<file path="config.mk">
export PLATFORM = sky130hd
export DESIGN_NAME = ir_move_sequencer
export DESIGN_NICKNAME = d
export VERILOG_FILES = /design/src/rtl/ir_move_sequencer.sv
export SDC_FILE = /design/constraint.sdc
export NUM_CORES = 1
export LEC_CHECK = 0
export ABC_CLOCK_PERIOD_IN_PS = 2410
export CAP_MARGIN = 25
export CORE_MARGIN = 3
export CORE_UTILIZATION = 45
export CTS_CLUSTER_SIZE = 24
export DETAILED_ROUTE_END_ITERATION = 10
export PLACE_DENSITY = 0.65
export SLEW_MARGIN = 0
export SYNTH_ARGS = -nofsm -noshare
export SYNTH_HDL_FRONTEND = slang
export SYNTH_SLANG_ARGS = --single-unit
</file>
<file path="constraint.sdc">
create_clock -name clock -period 2.41 [get_ports clock]
set_input_delay 0.482 -clock clock [delete_from_list [all_inputs] [get_ports clock]]
set_output_delay 0.482 -clock clock [all_outputs]
set_load 0.01 [all_outputs]
</file>
<file path="src/rtl/ir_move_sequencer.sv">
// ----------------------------------------------------------------------------
// ir_move_sequencer
//
// Purpose:
//    Queues up to four 12-bit move commands and plays them out one at a time.
//    For each command the IR transmitter is enabled for a fixed number of
//    cycles. The block then waits for a time proportional to the move size
//    (r + theta + 1 units) and pulses move_done. After that it returns to
//    IDLE, where the next queued command, if any, is picked up.
//
// Parameters:
//    IR_TRANSMIT_DELAY_COUNT : cycles transmit_ir stays high per command (>= 1)
//    MOVE_DELAY_FACTOR       : cycles per move unit (>= 1)
//
// Ports:
//    clock        in   rising-edge clock
//    reset        in   asynchronous active-high reset
//    cmd_data     in   [11:0] move command, r = [7:0], theta = [11:8]
//    cmd_valid    in   requester offers cmd_data
//    cmd_ready    out  queue has room (queue_count < 4)
//    flush        in   drop every queued command that has not started
//    move_command out  [11:0] command currently being executed
//    transmit_ir  out  IR transmitter enable
//    busy         out  high whenever the sequencer is not IDLE
//    move_done    out  one-cycle pulse at the end of each move
//    queue_count  out  [2:0] number of queued commands, 0..4
// ----------------------------------------------------------------------------
module ir_move_sequencer #(
   parameter int IR_TRANSMIT_DELAY_COUNT = 5000000,
   parameter int MOVE_DELAY_FACTOR       = 13500000
) (
   input  logic        clock,
   input  logic        reset,
   input  logic [11:0] cmd_data,
   input  logic        cmd_valid,
   output logic        cmd_ready,
   input  logic        flush,
   output logic [11:0] move_command,
   output logic        transmit_ir,
   output logic        busy,
   output logic        move_done,
   output logic [2:0]  queue_count
);

   localparam int TX_W = $clog2(IR_TRANSMIT_DELAY_COUNT + 1);
   localparam int IN_W = $clog2(MOVE_DELAY_FACTOR + 1);

   localparam logic [TX_W-1:0] TX_LAST      = TX_W'(IR_TRANSMIT_DELAY_COUNT - 1);
   localparam logic [TX_W-1:0] TX_ONE       = TX_W'(1);
   localparam logic [IN_W-1:0] INNER_RELOAD = IN_W'(MOVE_DELAY_FACTOR);
   localparam logic [IN_W-1:0] INNER_ONE    = IN_W'(1);

   typedef enum logic [1:0] {
      IDLE,
      TRANSMIT,
      MOVE_WAIT,
      DONE
   } state_t;

   state_t state;
   state_t next_state;

   logic [11:0]     fifo_mem [4];
   logic [1:0]      wr_ptr;
   logic [1:0]      rd_ptr;
   logic [2:0]      count;
   logic            push;
   logic            pop;

   logic [TX_W-1:0] tx_count;
   logic [8:0]      unit_count;
   logic [IN_W-1:0] inner_count;
   logic [8:0]      unit_load;

   // The queue takes a command whenever it has room. A flush on the same
   // edge wins, so a command offered alongside a flush is dropped. A pop only
   // happens from IDLE, and never while a flush is discarding the queue.
   assign cmd_ready   = (count < 3'd4);
   assign queue_count = count;
   assign push        = cmd_valid && cmd_ready && !flush;
   assign pop         = (state == IDLE) && (count != 3'd0) && !flush;

   // Move size in units. It is computed 9 bits wide so that 255 + 15 + 1
   // fits without wrapping. A zero command therefore still takes one unit.
   assign unit_load = {1'b0, move_command[7:0]} + {5'b0_0000, move_command[11:8]} + 9'd1;

   // FIFO storage. This has no reset: the contents are only meaningful
   // between the pointers, and the pointers themselves are reset.
   always_ff @(posedge clock) begin
      if (push) begin
         fifo_mem[wr_ptr] <= cmd_data;
      end
   end

   // FIFO bookkeeping. A flush collapses the queue by snapping the read
   // pointer onto the write pointer. A simultaneous push and pop leave the
   // count unchanged while both pointers advance, which keeps the order intact.
   always_ff @(posedge clock or posedge reset) begin
      if (reset) begin
         wr_ptr <= 2'd0;
         rd_ptr <= 2'd0;
         count  <= 3'd0;
      end else if (flush) begin
         rd_ptr <= wr_ptr;
         count  <= 3'd0;
      end else begin
         if (push) begin
            wr_ptr <= wr_ptr + 2'd1;
         end
         if (pop) begin
            rd_ptr <= rd_ptr + 2'd1;
         end
         if (push && !pop) begin
            count <= count + 3'd1;
         end else if (pop && !push) begin
            count <= count - 3'd1;
         end
      end
   end

   // State register.
   always_ff @(posedge clock or posedge reset) begin
      if (reset) begin
         state <= IDLE;
      end else begin
         state <= next_state;
      end
   end

   // Next-state logic. TRANSMIT ends after its last counted cycle. MOVE_WAIT
   // ends when both the inner cycle counter and the unit counter reach one,
   // which is the final cycle of the final unit.
   always_comb begin
      next_state = state;
      case (state)
         IDLE: begin
            if (pop) begin
               next_state = TRANSMIT;
            end
         end
         TRANSMIT: begin
            if (tx_count == TX_LAST) begin
               next_state = MOVE_WAIT;
            end
         end
         MOVE_WAIT: begin
            if ((inner_count == INNER_ONE) && (unit_count == 9'd1)) begin
               next_state = DONE;
            end
         end
         DONE: begin
            next_state = IDLE;
         end
         default: begin
            next_state = IDLE;
         end
      endcase
   end

   // Outputs decode directly from the state. Because of this, a reset drops
   // transmit_ir, busy and move_done immediately, without waiting for a clock.
   always_comb begin
      transmit_ir = (state == TRANSMIT);
      move_done   = (state == DONE);
      busy        = (state != IDLE);
   end

   // Datapath for the current command. The popped command is latched into
   // move_command and held until the next pop. The transmit counter times the
   // IR burst. The unit and inner counters together time the move, and the
   // inner counter is reloaded once per unit.
   always_ff @(posedge clock or posedge reset) begin
      if (reset) begin
         move_command <= 12'h000;
         tx_count     <= '0;
         unit_count   <= 9'd0;
         inner_count  <= '0;
      end else begin
         case (state)
            IDLE: begin
               if (pop) begin
                  move_command <= fifo_mem[rd_ptr];
                  tx_count     <= '0;
               end
            end
            TRANSMIT: begin
               if (tx_count == TX_LAST) begin
                  unit_count  <= unit_load;
                  inner_count <= INNER_RELOAD;
               end else begin
                  tx_count <= tx_count + TX_ONE;
               end
            end
            MOVE_WAIT: begin
               if (inner_count == INNER_ONE) begin
                  if (unit_count > 9'd1) begin
                     unit_count  <= unit_count - 9'd1;
                     inner_count <= INNER_RELOAD;
                  end
               end else begin
                  inner_count <= inner_count - INNER_ONE;
               end
            end
            default: begin
            end
         endcase
      end
   end

endmodule

</file>
---- After elaboration in Yosys (flattened, before gate mapping) ----
Memories as Yosys holds them, arrays and structs flattened. A register that Yosys moved wholly into a read port is not among the register bits.
Index checks and enable logic that the tools add are counted.
word-level totals
  bits in registers ....................... 65
  bits in latches ......................... 0
  bits in writable memories ............... 48
  ROM bits ................................ 0
  bits of input ports ..................... 16
  output and inout port bits .............. 19
  word-level logic and storage cells ...... 78
  memories ................................ 1
memory list
  name      words  bits a word  read ports  clocked after Yosys merged registers in  write ports  line  text
  fifo_mem  4      12           1           1                                        1            63    logic [11:0] fifo_mem [4];
cells by class
  $add $sub $neg .......................... 9
  $mul .................................... 0
  div/mod/pow operators ................... 0
  magnitude comparators ................... 2
  equal/unequal tests ..................... 13
  shift-type cells ........................ 0
  muxes and demuxes ....................... 22
  bitwise logic cells ..................... 1
  reductions and logical operators ........ 23
operators by type and width
  cell                                                                              number
  24-bit two-way mux                                                                3
  24-bit case mux with 2 select lines                                               1
  23-bit two-way mux                                                                2
  23-bit case mux with 2 select lines                                               1
  9-bit two-way mux                                                                 3
  24-bit by 1-bit == test with 1-bit output (second input constant)                 1
  24-bit by 1-bit subtractor with 24-bit output (second input constant)             1
  23-bit by 1-bit adder with 23-bit output (second input constant)                  1
  23-bit == test (second input constant)                                            1
  9-bit case mux with 2 select lines                                                1
  2-bit two-way mux                                                                 5
  2-bit != test (second input constant)                                             5
  8-bit by 4-bit adder with 9-bit output                                            1
  9-bit by 1-bit adder with 9-bit output (second input constant)                    1
  9-bit by 1-bit == test with 1-bit output (second input constant)                  1
  9-bit by 1-bit greater-than comparator with 1-bit output (second input constant)  1
  3-bit two-way mux                                                                 3
  3-bit AND reduction                                                               3
  9-bit by 1-bit subtractor with 9-bit output (second input constant)               1
  2-bit case mux with 4 select lines                                                1
  2-bit nonzero test                                                                4
  1-bit logical AND                                                                 7
  3-bit nonzero test                                                                2
  2-bit by 1-bit adder with 2-bit output (second input constant)                    2
  other kinds (13)                                                                  18

---- Depth between registers and ports, before layout ----
Gate-level depths: netlist (run 1).
  depth after elaboration ................. 8
  gate-level depth with buffers ........... 10
  depth with buffers taken out ............ 10

---- Worst setup path before layout (run 1) ----
Ideal clock, no wire load.
  kind .................................... reg2reg
  start ................................... register tx_count[0]
  end ..................................... register inner_count[6]
  setup time .............................. 155 ps
  arrival time ............................ 1,929 ps
  data required time ...................... 2,255 ps
  slack ................................... 326 ps
  cell stages (with the launch flop) ...... 9
  buffers on the path ..................... 1
  period minus slack after synthesis ...... 2,084 ps
  path through ............................ dfrtp_1 -> ha_1 -> nand4_1 -> nor4_4 -> a31oi_4 -> or2_1 -> buf_6 -> o41ai_1 -> o311ai_0
on the way
  word-level cells in the longest chain between the ends .. 3
RTL lines
  element                                             line  text
  from (decl)                                         70    logic [TX_W-1:0] tx_count;
  from (signal assigned)                              191   tx_count <= tx_count + TX_ONE;
  23-bit == test                                      187   if (tx_count == TX_LAST) begin
  2-bit by 1-bit != test with 1-bit output (no line)  -
  3-bit AND reduction (no line)                       -
  to (signal assigned)                                201   inner_count <= inner_count - INNER_ONE;
  to (decl)                                           72    logic [IN_W-1:0] inner_count;
No other way between the ends.
A chain may end at the register's enable or synchronous reset.

---- Worst setup path after layout (run 1) ----
  start ................................... register state[1]
  end ..................................... output transmit_ir
on the way
  word-level cells in the longest chain between the ends .. 1
RTL lines
  element                                   line  text
  from (decl)                               60    state_t state;
  from (signal assigned)                    126   state <= next_state;
  2-bit by 1-bit == test with 1-bit output  163   transmit_ir = (state == TRANSMIT);
  to (decl)                                 39    output logic transmit_ir,
No other way between the ends.

==> results of run 1 <==
[worst max-delay path, stage by stage (launching register included)]
cell	delay, ns
dfrtp_1	0.41
inv_2	0.11
ha_4	0.19
buf_4	0.18
clkdlybuf4s50_1	0.54
[final timing paths]
check,end,slack [ns]
min,move_command[4]$_DFFE_PP0P_,0.50
min reg2reg,unit_count[8]$_DFFE_PP0P_,0.50
min in group clock,unit_count[8]$_DFFE_PP0P_,0.50
max in group asynchronous,inner_count[13]$_DFFE_PP0P_,1.53
max reg2reg,inner_count[6]$_DFFE_PP0P_,0.12
max,transmit_ir,0.08
[registers in the layout, indices dropped and copies added (netlist names)]
register,count
fifo_mem,48
inner_count,24
tx_count,23
move_command,12
unit_count,9
queue_count,3
rd_ptr,2
state,2
wr_ptr,2
[per-stage QoR]
| stage | hold WS [ns] | setup TNS, ns | setup WS, ns |
|---|---|---|---|
| final | 0.498 | 0 | 0.0752 |
| after global routing | 0.514 | -0.00233 | -0.00233 |
| after floorplan | 0.449 | 0 | 0.326 |
| after CTS | 0.509 | 0 | 0.00618 |
| after global placement | 0.475 | 0 | 0.209 |
| after detailed placement | 0.500 | 0 | 0.110 |
[report_power, final]
| group | internal, mW | switching (mW) | total [mW] |
|---|---|---|---|
| clock | 1.51 | 0.900 | 2.40 |
| sequential | 2.34 | 0.126 | 2.47 |
| combinational | 0.314 | 0.224 | 0.538 |
[final cells by class]
cell class | instances | share of cell area
clock buffer | 20 | 0.0567
clock inverter | 12 | 0.0159
inverter | 23 | 0.0117
multi-input combinational | 384 | 0.358
sequential | 125 | 0.437
tap | 176 | 0.0286
timing repair buffer | 74 | 0.0916
[cell families (layout without fill, tap and decap cells)]
| group | Yosys count | count (layout) | share of synthesized area |
|---|---|---|---|
| mux | 17 | 17 | 0.0520 |
| compound gates | 85 | 85 | 0.0950 |
| xor+xnor | 42 | 42 | 0.0588 |
| simple gates | 220 | 220 | 0.186 |
| buf+inv | 42 | 129 | 0.0278 |
| flops | 125 | 125 | 0.538 |
| fa+ha+maj | 20 | 20 | 0.0424 |
[placed cells by master, fill, tap and decap left out, types with 4 or more instances in the layout]
cell	instances
xor2_1	16
clkbuf_16	17
nand4_1	8
nor3b_1	4
o21ai_0	23
a21oi_1	12
nand3_1	17
o31ai_1	4
or3_1	13
xnor2_1	26
clkinv_1	4
mux4_2	12
mux2_2	4
inv_1	21
buf_12	5
or4_1	5
nor3_1	13
buf_4	34
clkinvlp_4	5
nor4_1	11
and2_1	11
nor2_1	46
ha_1	16
dfrtp_1	77
a211oi_1	6
a31oi_1	5
nand2_1	64
edfxtp_1	48
clkdlybuf4s50_1	33
[repair_timing]
item,in CTS,in global routing
setup buffers,0,2
resized for setup,3,10
pin swaps,0,3
setup endpoints to repair,2,23
[metal layers]
layer / up-vias / global-route usage / share of wire
li1: 2152 / - / -
met4: 0 / 0.0678 / 0.013
met3: 17 / 0.0531 / 0.034
met2: 69 / 0.308 / 0.50
met1: 2222 / 0.234 / 0.45
met5: - / 0 / 0
==> reports/metrics.yaml, run 1 <==
run_status:
  status: "completed"
synthesis:
  synth_nets: 587
  synth_top_cells_by_count: "dfrtp_1 (77), nand2_1 (64), edfxtp_1 (48)"
  syn_inst: 551
  synth_area_per_cell_um2: 11.4
  syn_area_um2: 6260
  synth.most_common_cell: "dfrtp_1"
  ys.flop_type: "dfrtp_1"
  ys_seq_area_frac: 0.538
  ys_types: 64
  yosys.area.top_type: "dfrtp_1"
  synth-seq-cells: 125
  yosysTopAreaCellShare: 0.308
  ys_top_cells_by_area: "dfrtp_1 (31%), edfxtp_1 (23%), mux4_2 (4.3%)"
  async_flop_share: 0.616
  yosys_warnings: 0
  synth_edf_count: 48
finish:
  layout-drive-gt1-share: 0.161
  n_fill_cell: 1134
  nNetsFinal: 661
  syn_to_final_growth_pct: 23.1
  final_cells: 814
  fin_area_um2: 7700
  diodes: 0
  multiInputGateArea_um2: 2760
  regArea_um2: 3370
  final_core_util: 0.575
detailed_routing:
  wl_per_cell_um: 15.8
  dr.first_iter.drc_count: 325
  drcViolationCount: 0
  ant_nets: 0
  first_pass_iters: 4
  wl_mm: 12.9
  vias: 4460
  vias_per_cell: 5.48
die:
  die_w_um: 124
  start_util: 0.467
  fp.coreArea_um2: 13400
  rows: 42
  ios: 35
  dieArea_um2: 15400
  die_h_um: 124
timing:
  final_max_slew_viol_count: 0
  relSlewSlack: 0.583
  max_freq_ghz: 0.428
  finalHoldViolCount: 0
  fin_worst_skew_ns: 0.00959
  period_minus_slack_ns: 2.33
  period_share: 0.969
  finalSetupViolCount: 0
  grt_setup_unrepaired: "true"
  tightest_slew_ns: 0.620
placement:
  port_buffers: 34
  place_hpwl_mm: 8.96
  gp_congestion: 0.894
  dp_cells: 780
  place_area_um2: 7080
clocking:
  cts_tree: "yes"
  cts.clk_slew.worst_paths_ns: 0.06
  cts_made_buffers: 17
  root_buffer: "clkbuf_16"
  h-tree-depth: 4
  cts_hold_buffers: 0
  clockBufferDepth: 2
  insertion_delay_ns: 0.42
  clock-sinks: 125
worst_setup_path:
  required_ns: 1.93
  r2r-start: "tx_count[0]$_DFFE_PP0P_"
  crit_type: "reg -> out"
  crit_path_start: "state[1]$_DFFE_PP0P_"
  crit_fanout: 9
  crit_path_start_kind: "register"
  r2r_cells: 7
  end_kind: "primary output"
  critPathArrivalTime_ns: 1.85
power_and_ir_drop:
  leakage_nw: 3.25
  power_mw: 5.41
  ir_drop_mv: 0.639
  powerDensity_nw_per_um2: 702
hold_path:
  worst_hold_path_type: "in -> async"
global_routing:
  grt-ovfl-total: 0
  antenna_found_initial: 0
  grt_pass1_vias: 4647
  grt_pass1_wl_mm: 22.3
  grt_max_degree: 78
  gr-usage-all-layers: 0.186
run:
  maxCapViolations: 0
Power figures use the tool's default switching activity.
==> inputs of run 2 (changes only) <==
--- a/config.mk
+++ b/config.mk
@@ -9,6 +9,7 @@
 export CAP_MARGIN = 25
 export CORE_MARGIN = 3
 export CORE_UTILIZATION = 45
+export CTS_CLUSTER_DIAMETER = 60
 export CTS_CLUSTER_SIZE = 24
 export DETAILED_ROUTE_END_ITERATION = 10
 export PLACE_DENSITY = 0.65
==> results of run 2 <==
No change in the layout: final DEF, timing and power equal those of run 1.
